<file path="src/rtl/program_memory_loader_pkg.sv">
// ---------------------------------------------------------------------------
// program_memory_loader_pkg
// Shared widths, loader state encoding and a byte-packing helper for the
// program memory loader and its RAM.
// ---------------------------------------------------------------------------
package program_memory_loader_pkg;

    localparam int DATA_WIDTH = 16;
    localparam int ADDR_WIDTH = 8;
    localparam int DEPTH      = 2 ** ADDR_WIDTH;
    localparam int BYTE_WIDTH = 8;

    typedef enum logic [1:0] {
        LOADER_IDLE    = 2'd0,
        LOADER_LOAD_LO = 2'd1,
        LOADER_LOAD_HI = 2'd2,
        LOADER_RUN     = 2'd3
    } loader_state_e;

    // Host sends the low byte first, so the word is {second byte, first byte}.
    function automatic logic [DATA_WIDTH-1:0] pack_word(
        input logic [BYTE_WIDTH-1:0] hi_byte,
        input logic [BYTE_WIDTH-1:0] lo_byte
    );
        return {hi_byte, lo_byte};
    endfunction

endpackage

</file>
<file path="src/rtl/program_memory_loader_if.sv">
// ---------------------------------------------------------------------------
// program_memory_loader_if
// Bundles the instruction-fetch pair and the byte-serial boot loader port.
//   slave  : the program memory loader (responds to fetches, accepts bytes)
//   master : the control unit / host side
// Signals:
//   program_data_address  fetch address          (master -> slave)
//   program_data          registered fetch word  (slave -> master)
//   cu_enable             release of the control unit
//   load_start/load_length  load request and (words-1)
//   load_byte/load_valid/load_ready  byte handshake
//   load_done             one-cycle end-of-load pulse
//   words_loaded          words written in current/last load
// ---------------------------------------------------------------------------
interface program_memory_loader_if;
    import program_memory_loader_pkg::*;

    logic [ADDR_WIDTH-1:0] program_data_address;
    logic [DATA_WIDTH-1:0] program_data;
    logic                  cu_enable;
    logic                  load_start;
    logic [ADDR_WIDTH-1:0] load_length;
    logic [BYTE_WIDTH-1:0] load_byte;
    logic                  load_valid;
    logic                  load_ready;
    logic                  load_done;
    logic [ADDR_WIDTH:0]   words_loaded;

    modport slave (
        input  program_data_address,
        input  load_start,
        input  load_length,
        input  load_byte,
        input  load_valid,
        output program_data,
        output cu_enable,
        output load_ready,
        output load_done,
        output words_loaded
    );

    modport master (
        output program_data_address,
        output load_start,
        output load_length,
        output load_byte,
        output load_valid,
        input  program_data,
        input  cu_enable,
        input  load_ready,
        input  load_done,
        input  words_loaded
    );

endinterface

</file>
<file path="src/rtl/program_memory_loader_program_ram.sv">
// ---------------------------------------------------------------------------
// program_memory_loader_program_ram
// DEPTH x DATA_WIDTH program store: one write port, one registered read port.
// The array itself is never reset so it maps onto block RAM; only the output
// register is reset. When rd_en_i is low the output register loads zero,
// which is how the fetch word is held at 0 outside RUN.
// Ports:
//   clk, rst_n         clock, async active-low reset (output register only)
//   wr_en_i/addr/data  write port
//   rd_en_i/rd_addr_i  read request and address
//   rd_data_o          registered read data (1-cycle latency)
// ---------------------------------------------------------------------------
module program_memory_loader_program_ram
    import program_memory_loader_pkg::*;
(
    input  logic                  clk,
    input  logic                  rst_n,
    input  logic                  wr_en_i,
    input  logic [ADDR_WIDTH-1:0] wr_addr_i,
    input  logic [DATA_WIDTH-1:0] wr_data_i,
    input  logic                  rd_en_i,
    input  logic [ADDR_WIDTH-1:0] rd_addr_i,
    output logic [DATA_WIDTH-1:0] rd_data_o
);

    logic [DATA_WIDTH-1:0] mem [DEPTH];
    logic [DATA_WIDTH-1:0] rd_data_q;

    always_ff @(posedge clk) begin
        if (wr_en_i) begin
            mem[wr_addr_i] <= wr_data_i;
        end
    end

    always_ff @(posedge clk or negedge rst_n) begin
        if (!rst_n) begin
            rd_data_q <= '0;
        end else if (rd_en_i) begin
            rd_data_q <= mem[rd_addr_i];
        end else begin
            rd_data_q <= '0;
        end
    end

    assign rd_data_o = rd_data_q;

endmodule

</file>
<file path="src/rtl/program_memory_loader.sv">
// ---------------------------------------------------------------------------
// program_memory_loader
// Program memory for the control unit plus a byte-serial boot loader. The
// host streams little-endian byte pairs; once load_length+1 words are written
// the block enters RUN, raises cu_enable and serves fetches with one cycle of
// registered read latency.
//
//   state          | meaning
//   ---------------+----------------------------------------------------
//   LOADER_IDLE    | after reset, waiting for load_start
//   LOADER_LOAD_LO | waiting for the low byte of word[ptr]
//   LOADER_LOAD_HI | waiting for the high byte; writes word[ptr]
//   LOADER_RUN     | cu_enable high, fetches served; load_start reloads
//
// Ports:
//   clk    system clock
//   reset  asynchronous active-low reset
//   bus    program_memory_loader_if.slave (fetch + loader signals)
// ---------------------------------------------------------------------------
module program_memory_loader
    import program_memory_loader_pkg::*;
(
    input  logic                   clk,
    input  logic                   reset,
    program_memory_loader_if.slave bus
);

    loader_state_e         state_q, state_d;
    logic [ADDR_WIDTH-1:0] last_addr_q, last_addr_d;
    logic [ADDR_WIDTH-1:0] ptr_q, ptr_d;
    logic [ADDR_WIDTH:0]   words_q, words_d;
    logic [BYTE_WIDTH-1:0] lo_byte_q, lo_byte_d;
    logic                  cu_enable_q, cu_enable_d;
    logic                  load_ready_q, load_ready_d;
    logic                  load_done_q, load_done_d;

    logic                  handshake;
    logic                  wr_en;
    logic                  rd_en;

    assign handshake = bus.load_valid && load_ready_q;
    assign wr_en     = (state_q == LOADER_LOAD_HI) && handshake;
    // A reload request in RUN must zero the fetch word at the same edge.
    assign rd_en     = (state_q == LOADER_RUN) && !bus.load_start;

    always_comb begin
        state_d      = state_q;
        last_addr_d  = last_addr_q;
        ptr_d        = ptr_q;
        words_d      = words_q;
        lo_byte_d    = lo_byte_q;
        cu_enable_d  = cu_enable_q;
        load_ready_d = load_ready_q;
        load_done_d  = 1'b0;

        case (state_q)
            LOADER_IDLE, LOADER_RUN: begin
                if (bus.load_start) begin
                    last_addr_d  = bus.load_length;
                    ptr_d        = '0;
                    words_d      = '0;
                    cu_enable_d  = 1'b0;
                    load_ready_d = 1'b1;
                    state_d      = LOADER_LOAD_LO;
                end
            end
            LOADER_LOAD_LO: begin
                if (handshake) begin
                    lo_byte_d = bus.load_byte;
                    state_d   = LOADER_LOAD_HI;
                end
            end
            LOADER_LOAD_HI: begin
                if (handshake) begin
                    words_d = words_q + 1'b1;
                    if (ptr_q == last_addr_q) begin
                        load_ready_d = 1'b0;
                        cu_enable_d  = 1'b1;
                        load_done_d  = 1'b1;
                        state_d      = LOADER_RUN;
                    end else begin
                        ptr_d   = ptr_q + 1'b1;
                        state_d = LOADER_LOAD_LO;
                    end
                end
            end
            default: begin
                state_d = LOADER_IDLE;
            end
        endcase
    end

    always_ff @(posedge clk or negedge reset) begin
        if (!reset) begin
            state_q      <= LOADER_IDLE;
            last_addr_q  <= '0;
            ptr_q        <= '0;
            words_q      <= '0;
            lo_byte_q    <= '0;
            cu_enable_q  <= 1'b0;
            load_ready_q <= 1'b0;
            load_done_q  <= 1'b0;
        end else begin
            state_q      <= state_d;
            last_addr_q  <= last_addr_d;
            ptr_q        <= ptr_d;
            words_q      <= words_d;
            lo_byte_q    <= lo_byte_d;
            cu_enable_q  <= cu_enable_d;
            load_ready_q <= load_ready_d;
            load_done_q  <= load_done_d;
        end
    end

    program_memory_loader_program_ram u_program_ram (
        .clk       (clk),
        .rst_n     (reset),
        .wr_en_i   (wr_en),
        .wr_addr_i (ptr_q),
        .wr_data_i (pack_word(bus.load_byte, lo_byte_q)),
        .rd_en_i   (rd_en),
        .rd_addr_i (bus.program_data_address),
        .rd_data_o (bus.program_data)
    );

    assign bus.cu_enable    = cu_enable_q;
    assign bus.load_ready   = load_ready_q;
    assign bus.load_done    = load_done_q;
    assign bus.words_loaded = words_q;

endmodule

</file>
<file path="src/flat_wrapper.sv">
// flat-port wrapper written by rule: the top's interface ports become plain ports
module program_memory_loader_flat import program_memory_loader_pkg::*;
  (clk, reset, bus_program_data_address, bus_load_start, bus_load_length, bus_load_byte, bus_load_valid, bus_program_data, bus_cu_enable, bus_load_ready, bus_load_done, bus_words_loaded);
  program_memory_loader_if bus_i ();
  input  logic clk;
  input  logic reset;
  input wire logic [$bits(bus_i.program_data_address)-1:0] bus_program_data_address;
  input wire logic [$bits(bus_i.load_start)-1:0] bus_load_start;
  input wire logic [$bits(bus_i.load_length)-1:0] bus_load_length;
  input wire logic [$bits(bus_i.load_byte)-1:0] bus_load_byte;
  input wire logic [$bits(bus_i.load_valid)-1:0] bus_load_valid;
  output wire logic [$bits(bus_i.program_data)-1:0] bus_program_data;
  output wire logic [$bits(bus_i.cu_enable)-1:0] bus_cu_enable;
  output wire logic [$bits(bus_i.load_ready)-1:0] bus_load_ready;
  output wire logic [$bits(bus_i.load_done)-1:0] bus_load_done;
  output wire logic [$bits(bus_i.words_loaded)-1:0] bus_words_loaded;
  assign bus_i.program_data_address = bus_program_data_address;
  assign bus_i.load_start = bus_load_start;
  assign bus_i.load_length = bus_load_length;
  assign bus_i.load_byte = bus_load_byte;
  assign bus_i.load_valid = bus_load_valid;
  assign bus_program_data = bus_i.program_data;
  assign bus_cu_enable = bus_i.cu_enable;
  assign bus_load_ready = bus_i.load_ready;
  assign bus_load_done = bus_i.load_done;
  assign bus_words_loaded = bus_i.words_loaded;
  program_memory_loader u_core (.clk(clk), .reset(reset), .bus(bus_i));
endmodule
</file>
<file path="config.mk">
export PLATFORM = sky130hd
export DESIGN_NAME = program_memory_loader_flat
export DESIGN_NICKNAME = d
export VERILOG_FILES = /design/src/rtl/program_memory_loader_pkg.sv /design/src/rtl/program_memory_loader_if.sv /design/src/rtl/program_memory_loader_program_ram.sv /design/src/rtl/program_memory_loader.sv /design/src/flat_wrapper.sv
export SDC_FILE = /design/constraint.sdc
export NUM_CORES = 2
export LEC_CHECK = 0
export BUFFER_PORTS_ARGS = -buffer_cell sky130_fd_sc_hd__buf_4
export CORE_MARGIN = 4
export CORE_UTILIZATION = 50
export DETAILED_ROUTE_END_ITERATION = 16
export GPL_TIMING_DRIVEN = 0
export PLACE_DENSITY_LB_ADDON = 0.05
export SLEW_MARGIN = 20
export SYNTH_ARGS = -nofsm -noshare
export SYNTH_HDL_FRONTEND = slang
export SYNTH_SLANG_ARGS = --single-unit
</file>
<file path="constraint.sdc">
create_clock -name clk -period 6.4 [get_ports clk]
set_clock_uncertainty 0.05 [all_clocks]
set_input_delay 1.92 -clock clk [delete_from_list [all_inputs] [get_ports clk]]
set_output_delay 1.92 -clock clk [all_outputs]
set_load 0.02 [all_outputs]
</file>
**Yosys cells after proc, flatten, opt, wreduce, memory -nomap -nowiden**

Memories as Yosys holds them, arrays and structs flattened.
Cells that the tools add are included.

- $add $sub $neg: 2
- Equality and inequality tests: 9
- Mux-type cells: 26
- Reductions and logical operators: 13

Operator list:

| operator | number |
|---|---|
| $mux 8 | 3 |
| $mux 9 | 2 |
| $pmux 9 s2 | 1 |
| $mux 16 | 1 |
| $pmux 8 s2 | 1 |
| $mux 1 | 11 |
| $add 9x1->9 const B | 1 |
| $add 8x1->8 const B | 1 |
| $eq 8x8->1 | 1 |
| $mux 2 | 4 |
| $reduce_and 4->1 | 2 |
| $ne 2x2->1 const B | 3 |
| $pmux 2 s3 | 1 |
| $reduce_and 3->1 | 2 |
| $eq 2x2->1 const B | 2 |
| $ne 2x1->1 const B | 2 |
| $pmux 1 s2 | 2 |
| $reduce_and 2->1 | 2 |
| $logic_and 1x1->1 | 3 |
| $eq 2x1->1 const B | 1 |
| $logic_not 2->1 | 1 |
| $reduce_bool 2->1 | 1 |
| $reduce_or 2->1 | 1 |
| $logic_not 1->1 | 1 |

- Flip-flop bits (word level): 54
- Bits in writable memories: 4096
- Input port bits: 28
- Output and inout bits: 28
- Memories: 1

Memories:

| memory | words | bits a word | rd ports | clocked after memory_dff | wr ports | RTL line | text |
|---|---|---|---|---|---|---|---|
| u_core.u_program_ram.mem | 256 | 16 | 1 | 0 | 1 | program_memory_loader_program_ram.sv:26 | `logic [DATA_WIDTH-1:0] mem [DEPTH];` |

**Depth between registers and ports, before layout**

- Depth after elaboration: 4
- Gate-level depth with buffers: 12
- Gate-level depth less buffers: 8

**By module**

From an unflattened synthesis, not the netlist that was laid out.

- Cell total of the unflattened synthesis: 7515
- Area, all modules: 160246.2 µm²

By module, submodules not included:

| module | times used | cells an instance | area each (µm²) | seq. area each (µm²) |
|---|---|---|---|---|
| program_memory_loader_program_ram | 1 | 7327 | 158298.1 | 123398.3 |
| program_memory_loader | 1 | 188 | 1948.1 | 950.9 |

**Worst setup path before layout**

No wires, ideal clock.

- Path type: input port to flip-flop
- From: input bus_load_valid
- To: memory u_core.u_program_ram.mem[80][0] (enable)
- Setup time: 388 ps
- Data arrival time: 3658 ps
- Path slack: 2304 ps
- Stages on the path: 6
- Buffers on the path: 3
- Path through: and3_1 clkbuf_1 clkbuf_1 nand3_1 clkbuf_1 nor2_1

- Longest elaborated chain between the ends: 4

RTL lines:

| what | RTL line | text |
|---|---|---|
| start: declaration | flat_wrapper.sv:11 | `input wire logic [$bits(bus_i.load_valid)-1:0] bus_load_valid;` |
| $logic_and 1x1->1 | program_memory_loader.sv:41 | `assign handshake = bus.load_valid && load_ready_q;` |
| $logic_and 1x1->1 | program_memory_loader.sv:42 | `assign wr_en = (state_q == LOADER_LOAD_HI) && handshake;` |
| $mux 1 | program_memory_loader_program_ram.sv:30 | `if (wr_en_i) begin` |
| $mux 1 (implied by the code) | program_memory_loader_program_ram.sv:31 | `mem[wr_addr_i] <= wr_data_i;` |
| end: declaration | program_memory_loader_program_ram.sv:26 |  |

No other way between the ends.

**Final worst setup path**

- From: input bus_program_data_address[4]
- To: register u_core.u_program_ram.rd_data_q[0] (netlist: u_core.u_program_ram.rd_data_o[0])

- Longest elaborated chain between the ends: 2

RTL lines:

| what | RTL line | text |
|---|---|---|
| start: declaration | flat_wrapper.sv:7 | `input wire logic [$bits(bus_i.program_data_address)-1:0] bus_program_data_address;` |
| $mem_v2 256x16 | - |  |
| $mux 16 | program_memory_loader_program_ram.sv:38 | `end else if (rd_en_i) begin` |
| end signal: assignment | program_memory_loader_program_ram.sv:39 | `rd_data_q <= mem[rd_addr_i];` |
| end: declaration | program_memory_loader_program_ram.sv:27 | `logic [DATA_WIDTH-1:0] rd_data_q;` |

No other way between the ends.
A chain may end at the register's enable or synchronous reset.

==> metrics.md <==
| Metric | Value |
|---|---|
| Status | finished with violations |
| Failing checks | negative setup slack |
| Worst-Skew Late Latency | 1.06 ns |
| Crit path time final | 6.77 ns |
| Util after Layout | 58.9% |
| DRC | 0 |
| Final setup vio count | 6 |
| Static Leak | 60.1 nW |
| Core ar. | 0.321 mm^2 |
| CP Capture Type | register |
| Final Hold Fails | 0 |
| WP data required | 7.23 ns |
| CTS Buf Count | 428 |
| DRT iter0 DRCs | 17300 |
| Maximum VDD drop | 0.382 mV |
| Die width | 575 um |
| Starting density of the core | 50.2% |
| Mapped Cells | 7777 |
| Avg WL per Cell | 50.0 um |
| RSZ-0062 raised after global routing | no |
| Seq/Total Area, Yosys | 77.3% |
| Gpl congestion | 1.03 |
| Top FF cell, synth | edfxtp_1 |
| Slowest CP cell | nand4_1 |
| Vias per Instance | 7.03 |
| Final nets | 8556 |
| Crit path DAT | 7.60 ns |
| Drt total wl | 663000 um |
| Vias in the first global route | 86600 |
| Die Area | 0.331 mm^2 |
| Max_cap viols | 0 |
| Delay of the slowest cell on the worst path | 0.84 ns |
| H-tree depth | 5 |
| GRT Resource Usage Total | 39.6% |
| Cell Pwr Density | 340 mW/mm^2 |
| Port buffer count | 53 |
| Worst Setup Path Type | input port to register |
| Worst setup margin | -0.370 ns |
| Min Hold Slack | 0.482 ns |
| Final max-slew violation count | 0 |
| # rows | 208 |
| Post-placement cell area | 0.174 mm^2 |
| Initial antenna violation count | 78 |
| Most frequent cells in the layout | edfxtp_1 (4096), mux4_2 (753), mux2i_1 (553) |
| Grt total ovfl | 0 |
| Cell Area, Synth | 0.161 mm^2 |
| EDFF count, synth | 4096 |
| Cell Chain, Critical Path | buf_6 > buf_2 > buf_2 > buf_2 > buf_4 > clkbuf_2 > nand2_1 > a31oi_2 > nand4_1 > o22ai_2 |
| F_max | 148 MHz |
| Vias after detailed routing | 93200 |
| Count of hold-fix buffers inserted at cts | 0 |
| Yosys warning count | 0 |
| Die Ht | 575 um |
| Mean post-synth cell area | 20.7 um^2 |
| Finished Cell Area | 0.189 mm^2 |
| Final Cycle Share | 106% |
| CTS tree | done |
| Worst Hold Class | register to register |
| CP most frequent cell | buf_2 |
| Least-Margin Pin Slew | 1.37 ns |
| CTS Sinks | 4150 |
| First-pass GRT wire length | 850000 um |
| Reg clk slew, reported paths | 0.06 ns |
| Most common cell after layout, fill and taps aside | edfxtp_1 |
| Post-Syn Nets | 7814 |
| Root Buffer | clkbuf_16 |
| I/O pin count | 56 |
| Startpoint type of the worst setup path | input port |
| Post-synthesis register bit count | 4150 |
| Final ANT Viol Nets | 0 |
| Headroom to the max-slew limit | 8.67% |
| Detailed placement HPWL | 472000 um |
| Final TNS setup | -1.61 ns |
| Synth unique cells | 75 |
| Clk buf depth | 4 |
| Share of cells above drive strength 1 | 27.4% |
| Crit-path max FO | 13 |
| Pre-antenna DRT Iters | 8 |
| Ys async rst share | 1.30% |
| Largest net degree at the start of global routing | 129 |
| P&R area growth vs syn | 17.3% |
==> cell type report <==
type                            count  area (um^2)
Fill cell                       23500       132000
Sequential cell                  4150       124000
Clock buffer                      508        11200
Inverter                            8         30.0
Buffer                            459         3180
Antenna cell                       63          158
Tap cell                         4305         5390
Multi-Input combinational cell   3159        35400
Timing Repair Buffer              313         6010
Clock inverter                    295         2970
==> sequential cells by signal, summed over array words and instances (netlist names) <==
signal	cells
u_core.u_program_ram.mem	4096
u_core.u_program_ram.rd_data_o	16
u_core.bus.words_loaded	9
u_core.last_addr_q	8
u_core.lo_byte_q	8
u_core.ptr_q	8
u_core.state_q	2
u_core.bus.cu_enable	1
u_core.bus.load_done	1
u_core.bus.load_ready	1
==> worst paths after layout <==
check                                       startpoint                           endpoint  depth (start not counted)  slack, ns
setup / recovery           bus_program_data_address[4]  u_core.u_program_ram.rd_data_o[0]                         10      -0.37
setup reg to reg                       u_core.ptr_q[1]   u_core.u_program_ram.mem[127][4]                          8       1.05
min in group asynchronous                        reset              u_core.last_addr_q[6]                          1       1.02
hold / removal                   u_core.last_addr_q[2]              u_core.last_addr_q[2]                          1       0.48
max in group asynchronous                        reset                u_core.lo_byte_q[6]                          1       4.43
hold reg to reg                  u_core.last_addr_q[2]              u_core.last_addr_q[2]                          1       0.48
==> cell usage after synthesis, types with 17 or more instances <==
library cell	number	share of area [%]
nor3_1	131	0.41
clkbuf_1	165	0.38
buf_1	17	0.040
a2111oi_0	26	0.14
dfrtp_1	54	0.84
o32ai_1	26	0.14
nand3_1	57	0.18
a211oi_1	43	0.20
buf_2	109	0.34
or3_1	24	0.093
a31oi_1	26	0.10
nor2_1	405	0.94
a221oi_1	19	0.10
mux4_2	753	11
a21oi_1	91	0.28
a22oi_1	67	0.31
buf_4	48	0.22
nor4_1	45	0.17
buf_6	90	0.63
nand2_1	236	0.55
edfxtp_1	4096	76
nand4_1	41	0.16
o22ai_1	144	0.56
mux2_2	33	0.23
buf_8	22	0.21
mux4_1	17	0.28
o21ai_0	99	0.31
mux2i_1	553	3.4
and2_1	18	0.070
o221ai_1	139	0.76
==> what timing repair did <==
action,in CTS,in global routing
buffers inserted,0,0
gates resized for setup,9,0
endpoints found under the setup margin,4,0
==> through the flow <==
step / cells / setup slack [ns] / power (mW)
3_5_place_dp: 12400 / -1.72 / 39.1
2_1_floorplan: 7777 / 2.30 / 35.5
5_1_grt: 13200 / 0.142 / 65.4
4_1_cts: 13200 / 0.0874 / 64.0
3_3_place_gp: 12100 / -2.74 / 38.9
6_report: 13300 / -0.370 / 64.2
==> critical path, delay by kind of cell <==
kind | cells | cell delay (ns)
AO/OA/AOI/OAI | 2 | 1.27
buffers and inverters | 6 | 3.27
AND/OR/NAND/NOR | 2 | 0.97
==> logic make-up after synthesis <==
group	Yosys count	share of synthesized area (%)
simple gates	1019	2.87
flops	4150	77.3
mux	1356	14.5
fa+ha+maj	9	0.0700
buf+inv	468	1.91
xor+xnor	19	0.103
compound gates	756	3.29
==> report_power, final <==
group	internal (mW)	switching (mW)	total, mW
clock	14.6	10.9	25.5
combinational	1.56	4.92	6.48
sequential	31.9	0.337	32.3
==> layer usage <==
layer / track usage (%) / part of all wire [%] / up-vias
met5: 0.832 / 0.055 / -
met4: 29.2 / 9.1 / 20
met3: 14.8 / 14 / 1832
met2: 56.5 / 43 / 7710
met1: 49.7 / 34 / 49500
li1: - / - / 34200
Power figures use the tool's default switching activity.
